===== config.mk =====
export PLATFORM = sky130hd
export DESIGN_NAME = rv_timer_cmp_sched
export DESIGN_NICKNAME = d
export VERILOG_FILES = /design/src/rtl/rv_timer_sched_pkg.sv /design/src/rtl/rv_timer_min_fold.sv /design/src/rtl/rv_timer_cmp_sched.sv
export SDC_FILE = /design/constraint.sdc
export NUM_CORES = 1
export LEC_CHECK = 0
export ABC_AREA = 1
export ABC_CLOCK_PERIOD_IN_PS = 4500
export CORE_MARGIN = 8
export CORE_UTILIZATION = 56
export DETAILED_ROUTE_END_ITERATION = 7
export GPL_ROUTABILITY_DRIVEN = 0
export GPL_TIMING_DRIVEN = 0
export PLACE_DENSITY_LB_ADDON = 0.05
export REMOVE_ABC_BUFFERS = 1
export SKIP_CTS_REPAIR_TIMING = 1
export SLEW_MARGIN = 0
export SYNTH_ARGS = -nofsm -noshare
export SYNTH_HDL_FRONTEND = slang
export SYNTH_SLANG_ARGS = --single-unit
export TNS_END_PERCENT = 10

===== constraint.sdc =====
create_clock -name clk_i -period 4.5 [get_ports clk_i]
set_input_delay 0.9 -clock clk_i [delete_from_list [all_inputs] [get_ports clk_i]]
set_output_delay 0.9 -clock clk_i [all_outputs]
set_load 0.05 [all_outputs]

===== src/rtl/rv_timer_sched_pkg.sv =====
// Shared types for the time-multiplexed compare scheduler.
// Latency: n/a (types and constants only).
// Backpressure: n/a.
package rv_timer_sched_pkg;

    localparam logic [63:0] CmpInit = '1;

    typedef struct packed {
        logic [63:0] cmp;
        logic        armed;
        logic        expired;
    } sched_slot_t;

    localparam sched_slot_t SlotInit = '{cmp: CmpInit, armed: 1'b0, expired: 1'b0};

endpackage


===== src/rtl/rv_timer_min_fold.sv =====
// Folds one candidate slot into the running minimum of a sweep.
// Latency: purely combinational.
// Backpressure: none.
// Ports: acc_* = accumulator so far, cand_* = slot under the scanner,
//        fold_* = updated accumulator (candidate wins only on strictly smaller cmp).
module rv_timer_min_fold #(
    parameter int SlotW = 2
) (
    input  logic             acc_valid_i,
    input  logic [SlotW-1:0] acc_slot_i,
    input  logic [63:0]      acc_cmp_i,
    input  logic             cand_valid_i,
    input  logic [SlotW-1:0] cand_slot_i,
    input  logic [63:0]      cand_cmp_i,
    output logic             fold_valid_o,
    output logic [SlotW-1:0] fold_slot_o,
    output logic [63:0]      fold_cmp_o
);

    logic take;

    // Strict less-than: slots are visited in ascending order, so on a tie
    // the earlier (lower index) slot is kept.
    assign take = cand_valid_i && (!acc_valid_i || (cand_cmp_i < acc_cmp_i));

    assign fold_valid_o = acc_valid_i | cand_valid_i;
    assign fold_slot_o  = take ? cand_slot_i : acc_slot_i;
    assign fold_cmp_o   = take ? cand_cmp_i  : acc_cmp_i;

endmodule


===== src/rtl/rv_timer_cmp_sched.sv =====
// Round-robin compare scheduler: NumSlots 64-bit deadlines share one comparator against mtime.
// Latency: expiry seen 1..NumSlots cycles after mtime crosses; next_* lags by at most one sweep.
// Backpressure: req/gnt write port, registered grant, deferred one cycle if the scanner is due on the slot.
// Ports: mtime_i timer value; wr_* slot write port; clr_i expiry acknowledge;
//        expired_o sticky flags; next_* earliest armed deadline of the last sweep.
module rv_timer_cmp_sched
    import rv_timer_sched_pkg::*;
#(
    parameter  int NumSlots = 4,
    localparam int SlotW    = $clog2(NumSlots)
) (
    input  logic                clk_i,
    input  logic                rst_ni,
    input  logic [63:0]         mtime_i,
    input  logic                wr_req_i,
    output logic                wr_gnt_o,
    input  logic [SlotW-1:0]    wr_slot_i,
    input  logic [63:0]         wr_cmp_i,
    input  logic                wr_arm_i,
    input  logic [NumSlots-1:0] clr_i,
    output logic [NumSlots-1:0] expired_o,
    output logic                next_valid_o,
    output logic [SlotW-1:0]    next_slot_o,
    output logic [63:0]         next_cmp_o
);

    localparam logic [SlotW-1:0] LastSlot = SlotW'(NumSlots - 1);

    sched_slot_t      slots_q [NumSlots];
    sched_slot_t      slots_d [NumSlots];
    logic [SlotW-1:0] ptr_q, ptr_d;
    logic             gnt_q, gnt_d;
    logic             acc_valid_q, acc_valid_d;
    logic [SlotW-1:0] acc_slot_q, acc_slot_d;
    logic [63:0]      acc_cmp_q, acc_cmp_d;
    logic             next_valid_q, next_valid_d;
    logic [SlotW-1:0] next_slot_q, next_slot_d;
    logic [63:0]      next_cmp_q, next_cmp_d;

    sched_slot_t      cur;
    logic             hit;
    logic             fold_valid;
    logic [SlotW-1:0] fold_slot;
    logic [63:0]      fold_cmp;

    assign cur   = slots_q[ptr_q];
    assign hit   = cur.armed && (mtime_i >= cur.cmp);
    assign ptr_d = (ptr_q == LastSlot) ? '0 : ptr_q + 1'b1;

    // The write lands at the end of the grant cycle, when ptr == ptr_d.
    // Refusing the grant when ptr_d hits the target slot keeps a write and
    // the scanner's compare of that slot from ever sharing a cycle.
    assign gnt_d = wr_req_i && !gnt_q && (ptr_d != wr_slot_i);

    always_comb begin
        slots_d = slots_q;
        for (int i = 0; i < NumSlots; i++) begin
            if (clr_i[i]) begin
                slots_d[i].expired = 1'b0;
            end
        end
        // Applied after the clears so a same-cycle expiry wins over clr_i.
        if (hit) begin
            slots_d[ptr_q].expired = 1'b1;
            slots_d[ptr_q].armed   = 1'b0;
        end
        if (gnt_q) begin
            slots_d[wr_slot_i] = '{cmp: wr_cmp_i, armed: wr_arm_i, expired: 1'b0};
        end
    end

    // A slot expiring this cycle is no longer a pending deadline.
    rv_timer_min_fold #(.SlotW(SlotW)) u_fold (
        .acc_valid_i  (acc_valid_q),
        .acc_slot_i   (acc_slot_q),
        .acc_cmp_i    (acc_cmp_q),
        .cand_valid_i (cur.armed && !hit),
        .cand_slot_i  (ptr_q),
        .cand_cmp_i   (cur.cmp),
        .fold_valid_o (fold_valid),
        .fold_slot_o  (fold_slot),
        .fold_cmp_o   (fold_cmp)
    );

    always_comb begin
        acc_valid_d  = fold_valid;
        acc_slot_d   = fold_slot;
        acc_cmp_d    = fold_cmp;
        next_valid_d = next_valid_q;
        next_slot_d  = next_slot_q;
        next_cmp_d   = next_cmp_q;
        if (ptr_q == LastSlot) begin
            next_valid_d = fold_valid;
            next_slot_d  = fold_slot;
            next_cmp_d   = fold_cmp;
            acc_valid_d  = 1'b0;
            acc_slot_d   = '0;
            acc_cmp_d    = CmpInit;
        end
    end

    always_ff @(posedge clk_i or negedge rst_ni) begin
        if (!rst_ni) begin
            for (int i = 0; i < NumSlots; i++) begin
                slots_q[i] <= SlotInit;
            end
            ptr_q        <= '0;
            gnt_q        <= 1'b0;
            acc_valid_q  <= 1'b0;
            acc_slot_q   <= '0;
            acc_cmp_q    <= CmpInit;
            next_valid_q <= 1'b0;
            next_slot_q  <= '0;
            next_cmp_q   <= CmpInit;
        end else begin
            for (int i = 0; i < NumSlots; i++) begin
                slots_q[i] <= slots_d[i];
            end
            ptr_q        <= ptr_d;
            gnt_q        <= gnt_d;
            acc_valid_q  <= acc_valid_d;
            acc_slot_q   <= acc_slot_d;
            acc_cmp_q    <= acc_cmp_d;
            next_valid_q <= next_valid_d;
            next_slot_q  <= next_slot_d;
            next_cmp_q   <= next_cmp_d;
        end
    end

    always_comb begin
        expired_o = '0;
        for (int i = 0; i < NumSlots; i++) begin
            expired_o[i] = slots_q[i].expired;
        end
    end

    assign wr_gnt_o     = gnt_q;
    assign next_valid_o = next_valid_q;
    assign next_slot_o  = next_slot_q;
    assign next_cmp_o   = next_cmp_q;

    // A pending request that is not being granted at this edge must still
    // be present next cycle; the requester may drop it during the grant cycle.
    a_req_held : assert property (@(posedge clk_i) disable iff (!rst_ni)
        (wr_req_i && !gnt_q && !gnt_d) |=> wr_req_i);

endmodule


==> impl_metrics.json, run 1 <==
{
  "switching_power_mw": 4.75,
  "ys_types": 36,
  "portBuffers": 209,
  "num-fill-cells": 2973,
  "grt_pass1_vias": 17400,
  "postLayoutSetupSlackWorst_ns": 0.193,
  "async_reset_ff_share_pct": 100,
  "root_buffer": "clkbuf_16",
  "grt_pass1_wl_um": 89400,
  "final_hold_viol_count": 0,
  "vias": 17500,
  "relSlewSlack_pct": 38.2,
  "synthCells": 2472,
  "cp.required_ns": 5.00,
  "drtIter0Drc": 1390,
  "cts_tree": "yes",
  "crit_type": "reg2reg",
  "cts.clk_slew.worst_paths_ns": 0.06,
  "power.share.combinational_pct": 31.4,
  "intPower_mw": 8.81,
  "final_area_mm2": 0.0250,
  "yosys-top-cells-area": "dfstp_2 49%, nand2_1 16%, ha_1 7.9%",
  "die_w_um": 208,
  "fin_setup_tns_ns": 0,
  "power_leakage_nw": 11.7,
  "pwr-share-seq_pct": 41.6,
  "dr.pass1.iters": 5,
  "dpl_cell_area_mm2": 0.0232,
  "fin_crit_sh_pct": 95.7,
  "drv_cap": 0,
  "ys_top_cells_by_count": "872 x nand2_1, 384 x dfstp_2, 282 x o21ai_0",
  "ys.flop_type": "dfstp_2",
  "fmax_mhz": 232,
  "cts_max_level": 2,
  "initial_core_util_pct": 56.6,
  "crit_path_start_kind": "flop",
  "final_nets": 2878,
  "p_per_area_mw_per_mm2": 542,
  "yosysWarnings": 0,
  "critPathMaxFanout": 53,
  "die_area_mm2": 0.0433,
  "crit_path_end_kind": "flop",
  "synth_enable_flop_cells": 0,
  "netlist.area_leader.share_pct": 48.8,
  "fin_skew_ns": 0.0287,
  "min_path_type": "reg2reg",
  "grt_max_degree": 118,
  "setup_violations": 0,
  "peakVddDrop_mv": 0.395,
  "synth_most_common_cell": "nand2_1",
  "clockPowerShare_pct": 27.0,
  "cts_sinks": 401,
  "area_growth_syn_to_layout_pct": 20.9,
  "design.core.area_mm2": 0.0365,
  "p_sw_share_pct": 35.0,
  "pre_cts_slack_ns": -1.42,
  "outcome": "complete, no violations",
  "clk_latency_ns": 0.58,
  "via_per_inst": 5.63,
  "remaining_drc_errors": 0,
  "pin_count": 210,
  "worst_pin_slew_ns": 0.927,
  "wl_um": 59200,
  "post-dp-hpwl_um": 35400,
  "drive_gt1_share_pct": 19.4,
  "synth_area_per_cell_um2": 8.37,
  "drv_slew": 0,
  "synth_top_cell_by_area": "dfstp_2",
  "drt.antenna.violating_nets": 0,
  "fin_util_pct": 68.5,
  "numCtsBuffers": 45,
  "final.min_clock_period_ns": 4.31,
  "clockBufferDepth": 3,
  "cp.arrival_ns": 4.80,
  "grt_usage_pct": 25.0,
  "yosysSeqAreaShare_pct": 50.8,
  "grt_overflow_total": 0,
  "synth-seq-cells": 401,
  "syn_area_mm2": 0.0207,
  "die_h_um": 208,
  "wl_per_cell_um": 19.0,
  "std_cell_rows": 70,
  "antenna_found_initial": 4
}
-- routing by layer --
layer  GRT usage, %  wire [um]
met5              0         34
met2           41.7      27600
met1           33.1      25900
met3           4.57       4160
met4           7.34       1530
-- power groups by stage --
stage | logic [mW] | registers [mW] | clock network, mW
2_1_floorplan | 1.70 | 6.72 | 0
3_3_place_gp | 4.05 | 5.68 | 0
3_5_place_dp | 4.17 | 5.67 | 0
4_1_cts | 4.20 | 5.63 | 3.71
5_1_grt | 4.69 | 5.77 | 3.84
6_report | 4.25 | 5.65 | 3.66
-- logic make-up (layout without fill, tap and decap cells) --
| family | after synthesis | count (layout) | share of synthesized area (%) |
|---|---|---|---|
| adders and majority gates | 131 | 131 | 7.93 |
| AOI/OAI and AO/OA | 489 | 489 | 13.2 |
| other | 0 | 1 | 0 |
| buffers and inverters | 373 | 537 | 7.09 |
| and+or+nand+nor | 1076 | 1082 | 20.8 |
| DFF | 401 | 401 | 50.8 |
| xor gates and xnor gates | 2 | 2 | 0.0847 |
-- layout by cell type, fill, tap and decap left out, types with 2 or more instances in the layout --
| cell type | instances |
|---|---|
| a21o_1 | 2 |
| clkbuf_8 | 16 |
| clkdlybuf4s50_1 | 208 |
| nor3_2 | 4 |
| inv_6 | 4 |
| buf_16 | 12 |
| clkinv_4 | 2 |
| dfstp_2 | 384 |
| inv_1 | 225 |
| nand3_1 | 146 |
| o211ai_1 | 5 |
| buf_12 | 3 |
| bufinv_16 | 2 |
| nand2_1 | 868 |
| dfrtp_1 | 15 |
| o21ai_0 | 281 |
| clkbuf_16 | 47 |
| a21oi_1 | 122 |
| nor2_1 | 21 |
| a211oi_1 | 4 |
| and2_1 | 4 |
| nand2_4 | 4 |
| nand4_1 | 9 |
| o21a_1 | 3 |
| nand3_4 | 3 |
| o21ai_1 | 3 |
| o2111ai_1 | 2 |
| nor2_4 | 2 |
| clkinvlp_4 | 2 |
| nor4b_1 | 2 |
| ha_1 | 130 |
| nand2_8 | 5 |
| or2_2 | 4 |
| nor3_1 | 5 |
| a32oi_1 | 63 |
| clkinv_2 | 7 |
| clkbuf_1 | 6 |
-- flip-flops by register name, summed over array words and instances, names as in the netlist --
| signal | count |
|---|---|
| acc_slot_q | 2 |
| next_cmp_o | 64 |
| acc_valid_q | 1 |
| acc_cmp_q | 64 |
| wr_gnt_o | 1 |
| next_slot_o | 2 |
| expired_o | 4 |
| slots_q | 260 |
| ptr_q | 2 |
| next_valid_o | 1 |
-- layout make-up --
| type | instances | area, um^2 | share of cell area, % |
|---|---|---|---|
| clock buffers | 67 | 1370 | 5.47 |
| clock inverters | 13 | 106 | 0.425 |
| inverters | 228 | 913 | 3.65 |
| diodes | 1 | 2.50 | 0.0100 |
| multi-input cells | 1704 | 8940 | 35.8 |
| well taps | 468 | 586 | 2.34 |
| repair inverters | 2 | 17.5 | 0.0701 |
| flip-flops and latches | 401 | 10500 | 42.1 |
| repair buffers | 227 | 2540 | 10.2 |
-- metrics by stage --
step,hold WS [ns],power [mW],cells
floorplan,0.470,8.42,2327
global placement,0.457,9.73,3004
detailed placement,0.456,9.84,3019
CTS,0.468,13.5,3099
global route,0.482,14.3,3111
finish,0.465,13.6,3111
-- worst paths after layout --
kind                                 from              to  slack, ns  depth (start not counted)
max                              ptr_q[0]  next_cmp_o[42]       0.19                         22
min                        next_cmp_o[45]  next_cmp_o[45]       0.46                          2
max reg2reg                      ptr_q[0]  next_cmp_o[42]       0.19                         22
min reg2reg                next_cmp_o[45]  next_cmp_o[45]       0.46                          2
max in group asynchronous          rst_ni    slots_q[122]       2.81                          3
min in group asynchronous          rst_ni    slots_q[221]       0.74                          1
-- critical path, cell delays in order (launching register included) --
cell and delay [ns]:
dfrtp_4 0.58, buf_16 0.23, clkinv_16 0.17, buf_16 0.25, nand2_1 0.10, a32oi_1 0.35
inv_1 0.14, ha_1 0.30, nand2_1 0.09, o21a_1 0.14, nor2_1 0.04, o21ai_1 0.19
nand2_1 0.14, nand2_1 0.09, nand3_1 0.10, nand2_1 0.12, nand3_4 0.15, nor2_4 0.19
buf_12 0.26, nand2_8 0.20, nand2_1 0.13, nand3_1 0.13, nand2_1 0.10
Note: power is estimated with default switching activity, not from simulation.
==> run 2, diff against run 1 <==
--- a/config.mk
+++ b/config.mk
@@ -9,6 +9,7 @@
 export ABC_CLOCK_PERIOD_IN_PS = 4500
 export CORE_MARGIN = 8
 export CORE_UTILIZATION = 56
+export CTS_CLUSTER_SIZE = 12
 export DETAILED_ROUTE_END_ITERATION = 7
 export GPL_ROUTABILITY_DRIVEN = 0
 export GPL_TIMING_DRIVEN = 0
==> run 2 against run 1 <==
Compared with the run above: clock skew is 0.011 ns lower; die area stayed put; cell area rose by 0.17%; non-clock buffer count rose by 2; power rose by 0.25%; flip-flop and latch count unchanged; sequential share of layout area decreased by 0.075 points; fmax shrank 0.67%; highest routed layer unchanged; routed wire length decreased by 1.5%; clock power about the same; hold slack barely moved.
==> impl_metrics.json, run 2 (synthesis results as in run 1) <==
{
  "clockPowerShare_pct": 27.0,
  "reg2regPathDepth": 24,
  "die_area_mm2": 0.0433,
  "drv_slew": 0,
  "placedCellCount": 3019,
  "critPathMaxFanout": 53,
  "crit_path_end_kind": "flop",
  "postLayoutSetupSlackWorst_ns": 0.164,
  "crit_start": "ptr_q[0]",
  "crit_end": "next_cmp_o[61]",
  "design.core.area_mm2": 0.0365,
  "seqCellArea_mm2": 0.0105,
  "intPower_mw": 8.86,
  "fin_crit_sh_pct": 96.4,
  "die_h_um": 208,
  "mostFrequentLayoutCells": "868 x nand2_1, 384 x dfstp_2, 281 x o21ai_0, 225 x inv_1, 208 x clkdlybuf4s50_1",
  "fin_util_pct": 68.6,
  "remaining_drc_errors": 0,
  "r2r_start": "ptr_q[0]",
  "grt_overflow_total": 0,
  "worst_pin_slew_ns": 0.951,
  "drive_gt1_share_pct": 19.3,
  "root_buffer": "clkbuf_16",
  "portBuffers": 209,
  "grt_max_degree": 118,
  "numCtsBuffers": 45,
  "cp.arrival_ns": 4.83,
  "cts.clk_slew.worst_paths_ns": 0.06,
  "fin_hold_ws_ns": 0.465,
  "timing.rr.end": "next_cmp_o[61]",
  "clk_latency_ns": 0.57,
  "rrSetupSlack_ns": 0.16,
  "post-dp-hpwl_um": 35400,
  "grt_pass1_vias": 17400,
  "p_per_area_mw_per_mm2": 543,
  "outcome": "complete, no violations",
  "min_path_type": "reg2reg",
  "cp.required_ns": 5.00,
  "switching_power_mw": 4.74,
  "final_common_cell": "nand2_1",
  "relSlewSlack_pct": 36.6,
  "dpl_cell_area_mm2": 0.0232,
  "initial_core_util_pct": 56.6,
  "crit_top_cell": "nand2_1",
  "area_growth_syn_to_layout_pct": 21.1,
  "multiInputGateArea_mm2": 0.00895,
  "grt_usage_pct": 25.1,
  "final_nets": 2878,
  "power.share.combinational_pct": 31.4,
  "wl_um": 58300,
  "antenna_found_initial": 4,
  "fin_skew_ns": 0.0174,
  "vias": 17400,
  "num-fill-cells": 2977,
  "fmax_mhz": 231,
  "crit_chain": "buf_16 -> clkinv_16 -> buf_16 -> nand2_1 -> a32oi_1 -> inv_1 -> ha_1 -> nand2_1 -> inv_1 -> nand3_1 -> nor3_2 -> o21ai_1 -> nand2_1 -> nand2_1 -> nand3_1 -> nand2_1 -> nand3_4 -> nor2_4 -> buf_12 -> nand2_8 -> buf_12 -> nand2_1 -> nand3_1 -> nand2_1",
  "cts_tree": "yes",
  "largest_reg_flops": 260,
  "pin_count": 210,
  "top_register": "slots_q",
  "final_area_mm2": 0.0250,
  "drtIter0Drc": 1438,
  "wl_per_cell_um": 18.7,
  "final.min_clock_period_ns": 4.34,
  "crit_path_start_kind": "flop",
  "via_per_inst": 5.60,
  "dr.pass1.iters": 5,
  "p_sw_share_pct": 34.9,
  "crit_slowest_cell": "dfrtp_4",
  "std_cell_rows": 70,
  "die_w_um": 208,
  "cts_sinks": 401,
  "drt.antenna.violating_nets": 0,
  "peakVddDrop_mv": 0.307,
  "grt_pass1_wl_um": 89400,
  "clockBufferDepth": 3,
  "final_hold_viol_count": 0,
  "drv_cap": 0,
  "pwr-share-seq_pct": 41.5,
  "crit_type": "reg2reg",
  "setup_violations": 0,
  "power_leakage_nw": 11.8,
  "pre_cts_slack_ns": -1.42,
  "instances_no_fill": 3112,
  "slowest_delay_ns": 0.59,
  "cts_max_level": 2
}
[run 2: cell types whose count changed in the layout (fill, tap and decap cells not counted), sizes merged]
cell | before | now
diode | 1 | 2
clkbuf | 69 | 71
inv | 229 | 226
clkinvlp | 2 | 1
buf | 17 | 19
[run 2: worst min path at each step]
| stage | startpoint | end | cells after the start |
|---|---|---|---|
| after detailed placement | next_cmp_o[63] | next_cmp_o[63] | 2 |
| after floorplan | slots_q[10] | slots_q[10] | 2 |
| after CTS | next_cmp_o[17] | next_cmp_o[17] | 2 |
| after global placement | next_cmp_o[45] | next_cmp_o[45] | 2 |
| final | next_cmp_o[18] | next_cmp_o[18] | 2 |
| after global routing | next_cmp_o[24] | next_cmp_o[24] | 2 |
[run 2: layer usage]
metal | routed length (um) | GRT usage, % | share of wire, %
met2 | 27500 | 41.9 | 47
met4 | 1360 | 7.56 | 2.3
met5 | 23 | 0 | 0.039
met1 | 25300 | 33.1 | 43
met3 | 4080 | 4.49 | 7.0
[run 2: through the flow]
step,power [mW],TNS [ns]
2_1_floorplan,8.42,-675.85
3_3_place_gp,9.73,-6104.56
3_5_place_dp,9.84,-181.05
4_1_cts,13.6,-184.85
5_1_grt,14.3,-0.0451
6_report,13.6,0
[run 2: area by class of cell]
class	instances	share of cell area, %
diodes	2	0.0200
clock buffers	69	5.59
clock inverters	11	0.345
inverters	228	3.65
multi-input cells	1704	35.7
flip-flops and latches	401	42.0
well taps	468	2.34
repair buffers	229	10.3
[run 2: power groups by stage]
| stage | sequential (mW) | combinational (mW) | clock, mW |
|---|---|---|---|
| 4_1_cts | 5.63 | 4.20 | 3.74 |
| 3_5_place_dp | 5.67 | 4.17 | 0 |
| 3_3_place_gp | 5.68 | 4.05 | 0 |
| 5_1_grt | 5.77 | 4.71 | 3.86 |
| 6_report | 5.65 | 4.27 | 3.67 |
| 2_1_floorplan | 6.72 | 1.70 | 0 |
[run 2: worst max-delay path: cells and delay by family, from the launching register on]
kind | cells | cell delay, ns
simple gates | 14 | 1.66
buf+inv | 7 | 1.17
flops | 1 | 0.59
compound gates | 2 | 0.44
fa+ha+maj | 1 | 0.30
==> run 3, diff against run 2 <==
--- a/config.mk
+++ b/config.mk
@@ -7,12 +7,15 @@
 export LEC_CHECK = 0
 export ABC_AREA = 1
 export ABC_CLOCK_PERIOD_IN_PS = 4500
+export CAP_MARGIN = 20
 export CORE_MARGIN = 8
 export CORE_UTILIZATION = 56
+export CTS_BUF_LIST = sky130_fd_sc_hd__clkbuf_2 sky130_fd_sc_hd__clkbuf_4 sky130_fd_sc_hd__clkbuf_8
 export CTS_CLUSTER_SIZE = 12
 export DETAILED_ROUTE_END_ITERATION = 7
 export GPL_ROUTABILITY_DRIVEN = 0
 export GPL_TIMING_DRIVEN = 0
+export MAX_ROUTING_LAYER = met4
 export PLACE_DENSITY_LB_ADDON = 0.05
 export REMOVE_ABC_BUFFERS = 1
 export SKIP_CTS_REPAIR_TIMING = 1
==> run 3 against run 2 <==
Compared with the run above: non-clock buffer count increased by 1; routed wire length increased by 2.7%; count of clock-buffer cells in the layout increased by 44; utilization is 0.11 points lower.
==> impl_metrics.json, run 3 (synthesis results as in run 1) <==
{
  "crit_path_end_kind": "flop",
  "cts_tree": "yes",
  "grt_max_degree": 118,
  "reg2regPathDepth": 21,
  "r2r_start": "ptr_q[0]",
  "postLayoutSetupSlackWorst_ns": 0.212,
  "clockBufferDepth": 3,
  "via_per_inst": 5.63,
  "grt_util_met1_pct": 33.4,
  "post-dp-hpwl_um": 35300,
  "fin_skew_ns": 0.0162,
  "clk_latency_ns": 0.61,
  "fin_crit_sh_pct": 95.3,
  "portBuffers": 209,
  "std_cell_rows": 70,
  "drive_gt1_share_pct": 20.8,
  "cts.clk_slew.worst_paths_ns": 0.06,
  "root_buffer": "clkbuf_8",
  "cp.arrival_ns": 4.83,
  "die_h_um": 208,
  "crit_type": "reg2reg",
  "num-fill-cells": 2974,
  "grt_pass1_wl_um": 89600,
  "dpl_cell_area_mm2": 0.0232,
  "p_per_area_mw_per_mm2": 533,
  "cp.required_ns": 5.04,
  "grt_pass1_vias": 17600,
  "cts_sinks": 401,
  "drt.antenna.violating_nets": 0,
  "instances_no_fill": 3154,
  "setup_violations": 0,
  "rsz0062_at_grt": "false",
  "outcome": "complete, no violations",
  "pin_count": 210,
  "holdPathStages": 2,
  "critPathMaxFanout": 53,
  "timing.rr.end": "next_cmp_o[16]",
  "use_met2_pct": 41.1,
  "grt_busiest_layer": "met2",
  "numCtsBuffers": 71,
  "die_area_mm2": 0.0433,
  "drv_slew": 0,
  "final_hold_viol_count": 0,
  "hold_end": "next_cmp_o[18]",
  "power_leakage_nw": 11.8,
  "fin_util_pct": 68.5,
  "mostFrequentLayoutCells": "868 x nand2_1, 384 x dfstp_2, 281 x o21ai_0, 225 x inv_1, 208 x clkdlybuf4s50_1",
  "min_from": "next_cmp_o[18]",
  "fin_total_pwr_mw": 13.3,
  "grt_usage_pct": 25.9,
  "pre_cts_slack_ns": -1.42,
  "drtIter0Drc": 1383,
  "placedCellCount": 3019,
  "drv_cap": 0,
  "crit_path_start_kind": "flop",
  "cts_max_level": 3,
  "peakVddDrop_mv": 0.378,
  "final_common_cell": "nand2_1",
  "worst_pin_slew_ns": 0.936,
  "final_nets": 2910,
  "design.core.area_mm2": 0.0365,
  "relSlewSlack_pct": 37.6,
  "final_area_mm2": 0.0250,
  "vias": 17700,
  "wl_um": 59800,
  "rrSetupSlack_ns": 0.21,
  "largest_reg_flops": 260,
  "remaining_drc_errors": 0,
  "antenna_found_initial": 3,
  "die_w_um": 208,
  "wl_per_cell_um": 19.0,
  "min_path_type": "reg2reg",
  "final.min_clock_period_ns": 4.29,
  "initial_core_util_pct": 56.6,
  "grt_overflow_total": 0,
  "top_register": "slots_q",
  "fmax_mhz": 233,
  "dr.pass1.iters": 5,
  "area_growth_syn_to_layout_pct": 20.9,
  "use_met3_pct": 4.63
}
-- run 3: metal layers --
| metal | vias to the layer above | share of wire [%] |
|---|---|---|
| li1 | 8461 | - |
| met1 | 8581 | 44 |
| met2 | 600 | 46 |
| met3 | 106 | 7.2 |
| met4 | 0 | 3.3 |
| met5 | - | 0 |
-- run 3: critical path: stages (launching register included) --
cell and delay, ns:
dfrtp_4 0.58, buf_16 0.23, clkinv_16 0.17, buf_16 0.25, nand2_1 0.08, a32oi_1 0.25
inv_1 0.11, ha_1 0.30, nand2_1 0.06, inv_1 0.03, o21ai_0 0.13, nand2_1 0.07
a21oi_1 0.28, o21ai_0 0.21, a21oi_2 0.21, nand3_2 0.19, nor2_4 0.20, buf_12 0.26
buf_16 0.21, nand3_1 0.15, nand3_1 0.15, nand2_1 0.05
-- run 3: final cells by class --
type | count | area (um^2) | area share, %
well taps | 468 | 586 | 2.34
repair buffers | 230 | 2580 | 10.3
inverters | 228 | 913 | 3.65
multi-input cells | 1707 | 8970 | 35.9
repair inverters | 2 | 17.5 | 0.0701
clock inverters | 2 | 10.0 | 0.0400
clock buffers | 113 | 1390 | 5.57
flip-flops and latches | 401 | 10500 | 42.1
diodes | 3 | 7.51 | 0.0300
-- run 3: worst max path at each step --
stage	from	to	cells past startpoint
final	ptr_q[0]	next_cmp_o[16]	21
after global routing	ptr_q[0]	next_cmp_o[16]	21
after CTS	ptr_q[0]	next_slot_o[1]	23
after detailed placement	ptr_q[0]	next_cmp_o[42]	22
after global placement	rst_ni	slots_q[133]	1
after floorplan	ptr_q[0]	next_cmp_o[0]	19
-- run 3: report_power, final --
part           total [mW]  internal [mW]  switching [mW]  leakage, nW
sequential           5.65           5.16           0.488         4.25
combinational        4.29           1.51            2.78         6.80
clock                3.40           1.94            1.46        0.753
-- run 3: per-stage QoR --
stage	hold WS, ns	setup TNS, ns
floorplan	0.470	-675.85
global placement	0.457	-6104.56
detailed placement	0.456	-179.59
CTS	0.467	-182.38
global route	0.482	0
finish	0.464	0
